[config.mk]
export PLATFORM = sky130hd
export DESIGN_NAME = canvas_write_scheduler
export DESIGN_NICKNAME = d
export VERILOG_FILES = /design/src/rtl/canvas_write_scheduler.sv
export SDC_FILE = /design/constraint.sdc
export NUM_CORES = 1
export LEC_CHECK = 0
export BUFFER_PORTS_ARGS = -buffer_cell sky130_fd_sc_hd__buf_2
export CAP_MARGIN = 10
export CORE_ASPECT_RATIO = 1.1
export CORE_MARGIN = 4
export CORE_UTILIZATION = 40
export DETAILED_ROUTE_END_ITERATION = 10
export GPL_TIMING_DRIVEN = 0
export HOLD_SLACK_MARGIN = 0.12
export SETUP_SLACK_MARGIN = 0.5
export SLEW_MARGIN = 20
export SYNTH_ARGS = -nofsm -noshare
export SYNTH_HDL_FRONTEND = slang
export SYNTH_SLANG_ARGS = --single-unit
[constraint.sdc]
create_clock -name clk -period 5 [get_ports clk]
set_clock_uncertainty 0.05 [all_clocks]
set_input_delay 1.25 -clock clk [delete_from_list [all_inputs] [get_ports clk]]
set_output_delay 1.25 -clock clk [all_outputs]
set_load 0.05 [all_outputs]
[src/rtl/canvas_write_scheduler.sv]
// canvas_write_scheduler
// ----------------------
// Shares the single canvas write port between freehand-tool pixel writes and
// a clear engine. The clear engine walks x, then y, then layer, writing
// CLEAR_COLOR to every pixel of one layer or of all layers. The tool always
// wins arbitration. Tool writes aimed at the layer currently being swept are
// back-pressured until the sweep leaves that layer.
//
// Ports
//   clk, reset_n        clock, asynchronous active-low reset
//   tool_valid/ready    tool write handshake (see below)
//   tool_layer/x/y/color  tool write payload
//   clear_req           start a sweep (sampled only in IDLE)
//   clear_all           with clear_req: 1 = all layers, 0 = clear_layer only
//   clear_layer         layer to clear when clear_all = 0
//   clear_busy          registered, 1 while sweeping
//   clear_done          registered, one-cycle pulse after the final clear write
//   wr_en/layer/x/y/color  registered canvas write port
//   dbg_state           current FSM state (IDLE=0, SWEEP=1, DONE=2)
//
// Handshake: a tool write transfers on a rising edge where tool_valid and
// tool_ready are both 1. tool_ready is combinational from state, the swept
// layer and tool_layer. The producer must not make tool_valid depend on
// tool_ready. It may keep tool_valid asserted with stable payload until the
// transfer happens.

module canvas_write_scheduler #(
  parameter int                 WIDTH       = 640,
  parameter int                 HEIGHT      = 480,
  parameter int                 LAYERS      = 4,
  parameter int                 COLOR_W     = 4,
  parameter logic [COLOR_W-1:0] CLEAR_COLOR = '0
) (
  input  logic                        clk,
  input  logic                        reset_n,
  input  logic                        tool_valid,
  output logic                        tool_ready,
  input  logic [$clog2(LAYERS)-1:0]   tool_layer,
  input  logic [$clog2(WIDTH)-1:0]    tool_x,
  input  logic [$clog2(HEIGHT)-1:0]   tool_y,
  input  logic [COLOR_W-1:0]          tool_color,
  input  logic                        clear_req,
  input  logic                        clear_all,
  input  logic [$clog2(LAYERS)-1:0]   clear_layer,
  output logic                        clear_busy,
  output logic                        clear_done,
  output logic                        wr_en,
  output logic [$clog2(LAYERS)-1:0]   wr_layer,
  output logic [$clog2(WIDTH)-1:0]    wr_x,
  output logic [$clog2(HEIGHT)-1:0]   wr_y,
  output logic [COLOR_W-1:0]          wr_color,
  output logic [1:0]                  dbg_state
);

  localparam int LW = $clog2(LAYERS);
  localparam int XW = $clog2(WIDTH);
  localparam int YW = $clog2(HEIGHT);

  localparam logic [XW-1:0] X_LAST = XW'(WIDTH - 1);
  localparam logic [YW-1:0] Y_LAST = YW'(HEIGHT - 1);
  localparam logic [LW-1:0] L_LAST = LW'(LAYERS - 1);

  typedef enum logic [1:0] {
    ST_IDLE  = 2'd0,
    ST_SWEEP = 2'd1,
    ST_DONE  = 2'd2
  } state_t;

  state_t r_state;
  state_t w_state_next;

  // Sweep pointer and latched all-layers flag
  logic [XW-1:0] r_sx;
  logic [YW-1:0] r_sy;
  logic [LW-1:0] r_sl;
  logic          r_all;

  // Registered outputs
  logic          r_wr_en;
  logic [LW-1:0] r_wr_layer;
  logic [XW-1:0] r_wr_x;
  logic [YW-1:0] r_wr_y;
  logic [COLOR_W-1:0] r_wr_color;
  logic          r_busy;
  logic          r_done;

  // Next values for the registered outputs
  logic          w_wr_en_next;
  logic [LW-1:0] w_wr_layer_next;
  logic [XW-1:0] w_wr_x_next;
  logic [YW-1:0] w_wr_y_next;
  logic [COLOR_W-1:0] w_wr_color_next;
  logic          w_busy_next;
  logic          w_done_next;

  logic w_tool_ready;
  logic w_tool_accept;
  logic w_clear_win;
  logic w_x_last;
  logic w_y_last;
  logic w_layer_last;
  logic w_sweep_last;

  // Only the layer under the sweep is blocked; every other layer passes.
  assign w_tool_ready  = !((r_state == ST_SWEEP) && (tool_layer == r_sl));
  assign w_tool_accept = tool_valid && w_tool_ready;
  // The clear engine only gets the port when the tool is not using it.
  assign w_clear_win   = (r_state == ST_SWEEP) && !w_tool_accept;

  assign w_x_last     = (r_sx == X_LAST);
  assign w_y_last     = (r_sy == Y_LAST);
  // A single-layer sweep ends on its own layer; an all-layer sweep on the top one.
  assign w_layer_last = !r_all || (r_sl == L_LAST);
  assign w_sweep_last = w_x_last && w_y_last && w_layer_last;

  // ---------------------------------------------------------------------
  // FSM: state register
  // ---------------------------------------------------------------------
  always_ff @(posedge clk or negedge reset_n) begin
    if (!reset_n) begin
      r_state <= ST_IDLE;
    end else begin
      r_state <= w_state_next;
    end
  end

  // ---------------------------------------------------------------------
  // FSM: next-state logic
  // ---------------------------------------------------------------------
  always_comb begin
    w_state_next = r_state;
    case (r_state)
      ST_IDLE:  if (clear_req) w_state_next = ST_SWEEP;
      ST_SWEEP: if (w_clear_win && w_sweep_last) w_state_next = ST_DONE;
      ST_DONE:  w_state_next = ST_IDLE;
      default:  w_state_next = ST_IDLE;
    endcase
  end

  // ---------------------------------------------------------------------
  // FSM: output logic (values registered below)
  // ---------------------------------------------------------------------
  always_comb begin
    w_wr_en_next    = 1'b0;
    w_wr_layer_next = r_wr_layer;
    w_wr_x_next     = r_wr_x;
    w_wr_y_next     = r_wr_y;
    w_wr_color_next = r_wr_color;
    if (w_tool_accept) begin
      w_wr_en_next    = 1'b1;
      w_wr_layer_next = tool_layer;
      w_wr_x_next     = tool_x;
      w_wr_y_next     = tool_y;
      w_wr_color_next = tool_color;
    end else if (w_clear_win) begin
      w_wr_en_next    = 1'b1;
      w_wr_layer_next = r_sl;
      w_wr_x_next     = r_sx;
      w_wr_y_next     = r_sy;
      w_wr_color_next = CLEAR_COLOR;
    end
    // Status flags follow the state that is entered on this edge, so the
    // registered copies track the state register exactly.
    w_busy_next = (w_state_next == ST_SWEEP);
    w_done_next = (w_state_next == ST_DONE);
  end

  always_ff @(posedge clk or negedge reset_n) begin
    if (!reset_n) begin
      r_wr_en    <= 1'b0;
      r_wr_layer <= '0;
      r_wr_x     <= '0;
      r_wr_y     <= '0;
      r_wr_color <= '0;
      r_busy     <= 1'b0;
      r_done     <= 1'b0;
    end else begin
      r_wr_en    <= w_wr_en_next;
      r_wr_layer <= w_wr_layer_next;
      r_wr_x     <= w_wr_x_next;
      r_wr_y     <= w_wr_y_next;
      r_wr_color <= w_wr_color_next;
      r_busy     <= w_busy_next;
      r_done     <= w_done_next;
    end
  end

  // ---------------------------------------------------------------------
  // Sweep pointer: loaded on a request in IDLE, advanced only on cycles
  // where the clear engine actually writes.
  // ---------------------------------------------------------------------
  always_ff @(posedge clk or negedge reset_n) begin
    if (!reset_n) begin
      r_sx  <= '0;
      r_sy  <= '0;
      r_sl  <= '0;
      r_all <= 1'b0;
    end else if (r_state == ST_IDLE) begin
      if (clear_req) begin
        r_sx  <= '0;
        r_sy  <= '0;
        r_sl  <= clear_all ? '0 : clear_layer;
        r_all <= clear_all;
      end
    end else if (w_clear_win) begin
      if (!w_x_last) begin
        r_sx <= r_sx + XW'(1);
      end else begin
        r_sx <= '0;
        if (!w_y_last) begin
          r_sy <= r_sy + YW'(1);
        end else begin
          r_sy <= '0;
          if (!w_layer_last) r_sl <= r_sl + LW'(1);
        end
      end
    end
  end

  assign tool_ready = w_tool_ready;
  assign clear_busy = r_busy;
  assign clear_done = r_done;
  assign wr_en      = r_wr_en;
  assign wr_layer   = r_wr_layer;
  assign wr_x       = r_wr_x;
  assign wr_y       = r_wr_y;
  assign wr_color   = r_wr_color;
  assign dbg_state  = r_state;

endmodule

# Word level (Yosys, flattened, before mapping)
# Index checks and enable logic that the tools add are counted.
[word_totals] regBits=52 input_bits=32 output_inout_bits=31
[op_classes] n_reduce_logical=19 addsub=3 eq_ne=9 n_mux=29
[ops] cell="$mux 9" n=7
[ops] cell="$mux 10" n=6
[ops] cell="$mux 2" n=11
[ops] cell="$add 10x1->10 const B" n=1
[ops] cell="$eq 10x10->1 const B" n=1
[ops] cell="$add 9x1->9 const B" n=1
[ops] cell="$eq 9x9->1 const B" n=1
[ops] cell="$mux 4" n=2
[ops] cell="$reduce_bool 2->1" n=4
[ops] cell="$logic_and 1x1->1" n=6
[ops] cell="$reduce_and 5->1" n=1
[ops] cell="$eq 2x1->1 const B" n=2
[ops] cell="$eq 2x2->1 const B" n=2
[ops] cell="$pmux 2 s2" n=1
[ops] cell="$reduce_and 2->1" n=2
[ops] cell="$logic_not 1->1" n=3
[ops] cell="$reduce_and 3->1" n=1
[ops] cell="$add 2x1->2 const B" n=1
[ops] cell="$eq 2x2->1" n=1
[ops] cell="$logic_not 2->1" n=1
[ops] cell="$mux 1" n=2
[ops] cell="$ne 2x1->1 const B" n=1
[ops] cell="$ne 2x2->1 const B" n=1
[ops] cell="$logic_or 1x1->1" n=1

# Logic depth before layout (Yosys ltp)
# Gate-level depths: netlist of the first run.
[logic_depth] word_depth=10 mapped_depth=8 ltp_nobuf=5

# Worst setup path before layout of the first run
# OpenSTA, ideal clock, no wires.
[synth_timing] path_kind="input port to output port" from="input port tool_layer[1]" to="output port tool_ready" n_path_buf=0 arrival_time_ns=1.935 path_stages=2 setup_slack_ns=1.765 path_cell_list="xnor2_1 > nand3_1"
[synth_via] elab_chain_cells=3
[synth_lines] item="start: declaration" line_no="38" source="input logic [$clog2(LAYERS)-1:0] tool_layer,"
[synth_lines] item="$eq 2x2->1" line_no="105" source="assign w_tool_ready = !((r_state == ST_SWEEP) && (tool_layer == r_sl));"
[synth_lines] item="$logic_and 1x1->1" line_no="105"
[synth_lines] item="$logic_not 1->1" line_no="105"
[synth_lines] item="end: declaration" line_no="37" source="output logic tool_ready,"
# No other way between the ends.

# Worst setup path in the final report of the first run
# Same ends and word-level chain as after synthesis.

==> results.yml, run 1 <==
run_status:
  status: "finished, final reports clean"
clock_network:
  clk_pin_slew_worst_paths_ns: 0.09
  cts_buffers: 5
  cts_buffer_depth: 2
  cts_sinks: 52
  ctsHtreeMaxLevel: 2
  cts_tree: "yes"
  cts.repair.resized: 0
  clock_insertion_delay_worst_skew_ns: 0.30
  cts_hold_buf: 0
  root_buffer: "clkbuf_8"
  post-cts-setup-buffers: 0
global_route:
  grt_pass1_vias: 2216
  grt_max_degree: 53
  gr-usage-all-layers_pct: 17.7
  grt_overflow: 0
  grt_pass1_wl_mm: 11.3
  antenna_found_initial: 0
synth:
  synth_top_cell_by_area: "dfrtp_1"
  synth-edff-count: 0
  synth_nets: 286
  synth_compound_area_share_pct: 27.4
  syn_inst: 251
  synth_top_family_by_area: "compound AO/OA/AOI/OAI gates"
  async_flop_share_pct: 100
  synthSimpleGateAreaFrac_pct: 14.5
  ys_ff_latch: 52
  avgSynthCellArea_sq_um: 10.4
  synth_xor_area_share_pct: 0.668
  synth-adder-area-share_pct: 1.43
  synth_flop_cell: "dfrtp_1"
  synth_mux_area_share_pct: 1.58
  yosys_warnings: 0
  synth_cell_type_count: 46
  netlist.area_leader.share_pct: 49.6
  syn_area_sq_um: 2620
  ys_seq_area_share_pct: 49.6
  synth_area_leaders: "dfrtp_1 50%, a22o_1 7.7%, a21o_1 4.0%"
layout:
  antenna_cells: 0
  nets: 355
  instances_no_fill: 401
  utilization_pct: 50.3
  area_delta_synth_final_pct: 20.4
  final_common_cell: "buf_2"
  drive_gt1_share_pct: 25.5
  layout_common_cells: "67 x buf_2, 52 x dfrtp_1, 23 x a22o_1"
timing:
  setup_viol: 0
  maxSlewViolCount: 0
  setup_tns_ns: 0
  finalCriticalPeriod_ns: 3.30
  hold_viol: 0
  maxSlewHeadroom_pct: 49.4
  fmax_ghz: 0.303
  worst_pin_slew_ns: 0.740
  finalCritPeriodShare_pct: 66.0
  rsz0062_at_grt: "false"
die:
  top_level_ports: 63
  initial_core_util_pct: 41.8
  die_area_sq_um: 7910
  core_area_sq_um: 6270
  rows: 30
  fp.dieW_um: 85.2
  fp.dieH_um: 92.9
setup_path:
  worstPathMaxFanout: 4
  cp-start-kind: "input port"
  crit_arrival_ns: 2.00
  critical_path_class: "in -> out"
  end_kind: "output pin"
  rrSetupSlack_ns: 2.71
  crit_required_ns: 3.70
route:
  drc_errors: 0
  drt-total-wl_mm: 6.85
  wire_per_inst_um: 17.1
  num_vias: 2302
  antenna_left: 0
  first_pass_iters: 4
  vias_per_cell: 5.74
  dr.first_iter.drc_count: 119
placed_design:
  post-dp-hpwl_mm: 4.93
  place_inst: 393
  gp_congestion: 0.787
  port-buffer-count: 62
pwr:
  sequentialPowerShare_pct: 44.5
  p_int_uw: 803
  powerDensity_nw_per_um2: 416
  pwr-share-clk_pct: 23.1
  pwr-share-comb_pct: 32.4
  ir_worst_vdd_mv: 0.189
  switchingPower_uw: 510
  switching_share_pct: 38.8
  p_leak_nw: 1.53
job:
  drv_cap: 0
hold_path:
  min-delay-path-class: "reg -> reg"
-- worst max-delay path: stages --
cell,delay (ns)
buf_2,0.11
xnor2_1,0.30
nand3_1,0.11
buf_2,0.23
-- kinds of logic after synthesis --
family,Yosys count
fa+ha+maj,3
flops,52
compound gates,90
xor+xnor,2
mux,4
buf+inv,30
simple gates,70
-- power groups by stage --
stage	logic, mW	clock network (mW)	registers, mW
detailed placement	0.429	0	0.592
CTS	0.430	0.318	0.583
finish	0.426	0.303	0.584
floorplan	0.176	0	0.716
global placement	0.426	0	0.589
global route	0.461	0.331	0.598
-- cell type report --
cell class                      count  area (sq um)
Clock inverter                      2          38.8
Timing Repair Buffer               62           313
Tap cell                           80           100
Sequential cell                    52          1300
Clock buffer                        6          82.6
Buffer                             19          82.6
Multi-Input combinational cell    169          1200
Fill cell                         585          3110
Inverter                           11          41.3
-- state kept, by name, summed over array words and instances (netlist names) --
signal      count
clear_done      1
wr_layer        2
wr_y            9
r_sl            2
wr_en           1
wr_color        4
dbg_state       2
r_all           1
r_sx           10
wr_x           10
clear_busy      1
r_sy            9
-- metal layers --
layer  up-vias  share of wire (%)  GRT usage, %
met1      1104                 47          25.7
li1       1102                  -             -
met4         0               0.44          3.96
met3         2                8.0          4.09
met5         -                  0             0
met2        94                 44          27.0
-- stage by stage --
step / hold slack (ns) / instance area, sq um / setup slack (ns) / total power, mW
2_1_floorplan: 0.436 / 2620 / 1.76 / 0.892
3_3_place_gp: 0.429 / 3030 / 1.71 / 1.01
3_5_place_dp: 0.433 / 3030 / 1.71 / 1.02
4_1_cts: 0.460 / 3160 / 1.70 / 1.33
5_1_grt: 0.475 / 3160 / 1.59 / 1.39
6_report: 0.453 / 3160 / 1.70 / 1.31
-- synthesized netlist by cell type, types with 3 or more instances --
cell / instances
a211o_1: 4
a21o_1: 14
ha_1: 3
clkbuf_1: 11
o31ai_1: 7
nand4_1: 4
o21ai_0: 7
buf_2: 6
inv_1: 11
o22ai_1: 4
nor2_1: 10
and3_1: 5
a221o_1: 5
mux2i_1: 3
dfrtp_1: 52
nor4_1: 3
a2111oi_0: 5
o41ai_1: 5
and2_1: 3
a31oi_1: 5
nand2_1: 13
nor3_1: 6
a22o_1: 23
nand3_1: 11
-- final timing paths --
kind | end | start | cells past startpoint
worst max-delay path | tool_ready | tool_layer[1] | 4
worst max register to register | r_sy[0]$_DFFE_PN0P_ | r_sx[0]$_DFFE_PN0P_ | 7
min in group asynchronous | wr_y[0]$_DFFE_PN0P_ | reset_n | 1
max in group asynchronous | r_sx[0]$_DFFE_PN0P_ | reset_n | 1
worst min-delay path | wr_color[2]$_DFFE_PN0P_ | wr_color[2]$_DFFE_PN0P_ | 1
worst min register to register | wr_color[2]$_DFFE_PN0P_ | wr_color[2]$_DFFE_PN0P_ | 1
Power figures use the tool's default switching activity.
==> inputs of run 2 (changes only) <==
Clock period 5 ns to 2.7 ns, I/O delays scaled along.
==> run 2 against run 1 <==
Power rose by 90%. Clock-buffer cell count unchanged. Die area is the same. Register-to-register slack lost 2.1 ns. Core utilization grew 2.0 points. Sequential cell count is the same. Largest cell class unchanged.
==> results.yml, run 2 (same netlist as run 1, synthesis figures left out) <==
clock_network:
  cts_tree: "yes"
  cts_hold_buf: 0
  clock_insertion_delay_worst_skew_ns: 0.31
  ctsHtreeMaxLevel: 2
  root_buffer: "clkbuf_8"
  cts_buffers: 5
  cts_sinks: 52
  clk_pin_slew_worst_paths_ns: 0.10
  cts_buffer_depth: 2
global_route:
  gr-usage-all-layers_pct: 17.8
  grt_max_degree: 53
  grt_overflow: 0
  antenna_found_initial: 0
  grt_pass1_vias: 2233
  grt_pass1_wl_mm: 11.4
route:
  drc_errors: 0
  vias_per_cell: 5.71
  highest-signal-layer: "met4"
  dr.first_iter.drc_count: 115
  drt-total-wl_mm: 6.94
  num_vias: 2312
  antenna_left: 0
  wl_met2_mm: 3.04
  wire_per_inst_um: 17.1
  dr_wl_met3_um: 553
  first_pass_iters: 4
  wl_met1_mm: 3.28
timing:
  finalCriticalPeriod_ns: 2.12
  fmax_ghz: 0.472
  setup_viol: 0
  setup_tns_ns: 0
  maxSlewHeadroom_pct: 55.2
  setup_slack_ns: 0.580
  holdWs_ns: 0.343
  finalCritPeriodShare_pct: 78.5
  worst_pin_slew_ns: 0.672
  rsz0062_at_grt: "true"
  maxSlewViolCount: 0
  hold_viol: 0
layout:
  final_common_cell: "buf_2"
  nets: 359
  drive_gt1_share_pct: 31.7
  antenna_cells: 0
  area_delta_synth_final_pct: 25.1
  instances_no_fill: 405
  layout_common_cells: "65 x buf_2, 50 x dfrtp_1, 23 x a22o_1"
  utilization_pct: 52.3
  fin_area_sq_um: 3280
setup_path:
  worstRegToRegCells: 6
  end_kind: "output pin"
  worstPathMaxFanout: 9
  crit_arrival_ns: 1.40
  rrSetupSlack_ns: 0.59
  crit_start: "dbg_state[1]$_DFF_PN0_"
  cp-start-kind: "flop"
  crit-reg2reg-capture: "r_sx[8]$_DFFE_PN0P_"
  endpoint: "tool_ready"
  r2r_start: "r_sx[0]$_DFFE_PN0P_"
  crit_required_ns: 1.98
  critical_path_class: "reg -> out"
die:
  fp.dieW_um: 85.2
  core_area_sq_um: 6270
  fp.dieH_um: 92.9
  die_area_sq_um: 7910
  rows: 30
  top_level_ports: 63
  initial_core_util_pct: 41.8
placed_design:
  post-dp-hpwl_mm: 4.93
  placed_cell_area_sq_um: 3030
  pre_cts_ws_ns: 0.242
  port-buffer-count: 62
  gp_congestion: 0.787
  place_inst: 393
pwr:
  pwr-share-comb_pct: 33.6
  ir_worst_vdd_mv: 0.313
  p_leak_nw: 1.58
  sequentialPowerShare_pct: 43.6
  pwr-share-clk_pct: 22.7
  powerDensity_nw_per_um2: 762
  p_int_mw: 1.53
  switchingPower_uw: 972
  switching_share_pct: 38.9
  power_mw: 2.50
job:
  drv_cap: 0
hold_path:
  min-delay-path-class: "in -> async"
run_status:
  status: "finished, final reports clean"
-- run 2: power groups by stage --
stage          logic, mW  clock network [mW]  registers (mW)
4_1_cts            0.801               0.589            1.08
3_3_place_gp       0.788                   0            1.09
5_1_grt            0.909               0.613            1.12
3_5_place_dp       0.794                   0            1.10
6_report           0.841               0.567            1.09
2_1_floorplan      0.327                   0            1.33
-- run 2: worst min-delay path by stage --
stage                                    endpoint                    start  cells past startpoint
after CTS                     wr_y[0]$_DFFE_PN0P_                  reset_n                      1
after global routing          wr_y[0]$_DFFE_PN0P_                  reset_n                      1
final                         wr_y[0]$_DFFE_PN0P_                  reset_n                      1
after floorplan              clear_busy$_DFF_PN0_                  reset_n                      0
after global placement    wr_color[2]$_DFFE_PN0P_  wr_color[2]$_DFFE_PN0P_                      1
after detailed placement  wr_color[0]$_DFFE_PN0P_  wr_color[0]$_DFFE_PN0P_                      1
-- run 2: area by class of cell --
| cell class | instances | area (sq um) |
|---|---|---|
| flip-flops and latches | 52 | 1300 |
| fillers | 576 | 2990 |
| clock inverters | 2 | 38.8 |
| well taps | 80 | 100 |
| clock buffers | 6 | 82.6 |
| inverters | 11 | 41.3 |
| repair buffers | 66 | 349 |
| plain buffers | 19 | 90.1 |
| multi-input cells | 169 | 1270 |
-- run 2: repair_timing --
| item | CTS | global route |
|---|---|---|
| endpoints found under the setup margin | 22 | 31 |
| resized for setup | 6 | 19 |
| setup buffers | 0 | 4 |
| pin swaps | 0 | 0 |
-- run 2: layer usage --
metal	vias to the layer above	track usage, %
met5	-	0
met1	1120	25.8
met4	0	3.96
li1	1107	-
met2	80	27.1
met3	5	4.09
-- run 2: critical path: stages (launching register included) --
cell and delay [ns]:
dfrtp_1 0.38, buf_2 0.18, nor2b_1 0.12, buf_4 0.14
nand3_1 0.09, buf_6 0.17
==> inputs of run 3 (changes only) <==
Settings changed: ABC_AREA from default to 1.
Clock period 2.7 ns to 1.73 ns, I/O delays scaled along.
==> run 3 against run 2 <==
The flow now finishes with violations (setup timing). Sequential cell count unchanged. Non-clock buffer count is 41 higher. Final area grew 44%. Sequential share of layout area fell by 12 points. Register-to-register slack lost 0.71 ns. First-iteration DRC count is 19% higher. Critical path depth is 2 higher. Core utilization up 15 points. Critical path type unchanged. Largest cell class is now multi-input gates. Highest routed layer unchanged.
==> results.yml, run 3 <==
placed_design:
  post-dp-hpwl_mm: 5.48
  place_inst: 511
  gp_congestion: 0.817
  port-buffer-count: 61
  placed_cell_area_sq_um: 3370
clock_network:
  cts_hold_buf: 0
  root_buffer: "clkbuf_8"
  cts_sinks: 52
  cts_buffer_depth: 2
  clk_pin_slew_worst_paths_ns: 0.10
  cts_tree: "yes"
  ctsHtreeMaxLevel: 2
  clock_insertion_delay_worst_skew_ns: 0.31
  cts_buffers: 5
setup_path:
  crit_arrival_ns: 1.40
  critical_path_class: "reg -> out"
  cp-start-kind: "flop"
  crit-reg2reg-capture: "r_sl[1]$_DFFE_PN0P_"
  r2r_start: "r_sl[0]$_DFFE_PN0P_"
  worstPathMaxFanout: 3
  worstRegToRegCells: 13
  crit_required_ns: 1.25
  rrSetupSlack_ns: -0.12
  end_kind: "output pin"
timing:
  setup_tns_ns: -1.56
  fmax_ghz: 0.531
  finalCriticalPeriod_ns: 1.88
  setup_viol: 19
  hold_viol: 0
  setup_slack_ns: -0.154
  holdWs_ns: 0.0928
  worst_pin_slew_ns: 0.689
  finalCritPeriodShare_pct: 109
  rsz0062_at_grt: "true"
  maxSlewViolCount: 0
  maxSlewHeadroom_pct: 54.1
route:
  antenna_left: 0
  num_vias: 3028
  first_pass_iters: 4
  vias_per_cell: 5.34
  drc_errors: 0
  dr.first_iter.drc_count: 137
  wire_per_inst_um: 16.3
  drt-total-wl_mm: 9.22
layout:
  area_delta_synth_final_pct: 64.3
  final_common_cell: "nand2_1"
  instances_no_fill: 567
  antenna_cells: 0
  drive_gt1_share_pct: 49.6
  layout_common_cells: "67 x nand2_1, 55 x nand3_1, 48 x dfrtp_1"
  nets: 516
  fin_area_sq_um: 4710
synth:
  ys_ff_latch: 52
  async_flop_share_pct: 100
  syn_area_sq_um: 2870
  synth_nets: 400
  synth.most_common_cell: "nand3_1"
  synth-edff-count: 0
  ys_seq_area_share_pct: 45.4
  synthTopCellsByCount: "102 x nand3_1, 80 x nand2_1, 52 x dfrtp_1"
  syn_inst: 365
  synth_cell_type_count: 28
  netlist.area_leader.share_pct: 45.4
  synth_flop_cell: "dfrtp_1"
  yosys_warnings: 0
  synth_top_cell_by_area: "dfrtp_1"
  avgSynthCellArea_sq_um: 7.85
  synth_area_leaders: "dfrtp_1 45%, nand3_1 18%, nand2_1 10%"
global_route:
  grt_pass1_wl_mm: 14.1
  antenna_found_initial: 0
  grt_overflow: 0
  grt_max_degree: 53
  grt_pass1_vias: 2977
  gr-usage-all-layers_pct: 20.3
run_status:
  status: "finished, violations left"
  violations: "setup timing"
die:
  fp.dieH_um: 96.8
  top_level_ports: 63
  initial_core_util_pct: 40.9
  core_area_sq_um: 7010
  fp.dieW_um: 88.7
  rows: 32
  die_area_sq_um: 8590
pwr:
  ir_worst_vdd_mv: 0.808
  p_leak_nw: 2.29
  powerDensity_nw_per_um2: 1200
job:
  drv_cap: 0
hold_path:
  min-delay-path-class: "in -> async"
run 3: cell types whose count changed after synthesis, sizes merged, moves of 10 or more:
cell and delta:
o21ai +11, a22o -23, nand4 +10, a21o -14, nand2 +71, inv +22
nand3 +92
run 3: layout make-up:
| class | instances | area [sq um] |
|---|---|---|
| inverters | 33 | 141 |
| repair buffers | 108 | 1000 |
| clock inverters | 2 | 16.3 |
| repair inverters | 1 | 8.76 |
| flip-flops and latches | 52 | 1310 |
| well taps | 85 | 106 |
| plain buffers | 18 | 196 |
| clock buffers | 6 | 72.6 |
| fillers | 533 | 2300 |
| multi-input cells | 262 | 1860 |
run 3: worst max path at each step:
stage | end | cells after the start | startpoint | slack [ns]
2_1_floorplan | r_sy[8]$_DFFE_PN0P_ | 9 | dbg_state[0]$_DFF_PN0_ | 0.15
3_3_place_gp | tool_ready | 8 | tool_layer[1] | -0.17
3_5_place_dp | tool_ready | 8 | tool_layer[1] | -0.18
4_1_cts | tool_ready | 6 | r_sl[0]$_DFFE_PN0P_ | -0.13
5_1_grt | tool_ready | 7 | r_sl[1]$_DFFE_PN0P_ | -0.22
6_report | tool_ready | 7 | r_sl[0]$_DFFE_PN0P_ | -0.15
run 3: critical path, cell delays in order, from the launching register on:
cell and delay [ns]:
dfrtp_2 0.42, inv_2 0.04, nand2_2 0.05, nand2_2 0.06, nor2_4 0.15, nand2_4 0.08, clkbuf_16 0.15, buf_12 0.14
run 3: kinds of logic after synthesis:
| logic type | count (synthesis) | synth area share (%) |
|---|---|---|
| AO/OA/AOI/OAI | 29 | 7.38 |
| XOR/XNOR | 1 | 0.306 |
| AND/OR/NAND/NOR | 229 | 38.3 |
| adder cells (fa/ha/maj) | 3 | 1.31 |
| flip-flops | 52 | 45.4 |
| buffers and inverters | 51 | 7.33 |
run 3: timing repair:
| item | CTS | global route |
|---|---|---|
| setup buffers | 31 | 11 |
| resized for setup | 132 | 76 |
| gates cloned | 5 | 1 |
| hold endpoints to repair | 0 | 0 |
| pin swaps | 14 | 18 |
| setup endpoints to repair | 83 | 82 |
run 3: report_power, final:
group	leakage, nW	internal [mW]	total (mW)	switching (mW)
clock network	0.0414	0.289	0.711	0.421
registers	0.667	1.48	1.76	0.272
logic	1.58	1.43	3.20	1.77
run 3: routing by layer:
layer | routed length, um | global-route usage, % | vias up
met4 | 135 | 4.88 | 0
met1 | 3910 | 27.7 | 1452
met5 | 0 | 0 | -
met3 | 638 | 3.07 | 12
li1 | - | - | 1465
met2 | 4530 | 33.3 | 99
run 3: stage by stage:
step           setup slack, ns  utilization [%]  power (mW)
4_1_cts                 -0.129             60.2        5.25
3_5_place_dp            -0.180             48.1        3.58
5_1_grt                 -0.217             67.2        5.95
3_3_place_gp            -0.170             48.1        3.56
2_1_floorplan            0.153                -        3.12
6_report                -0.154             67.2        5.67
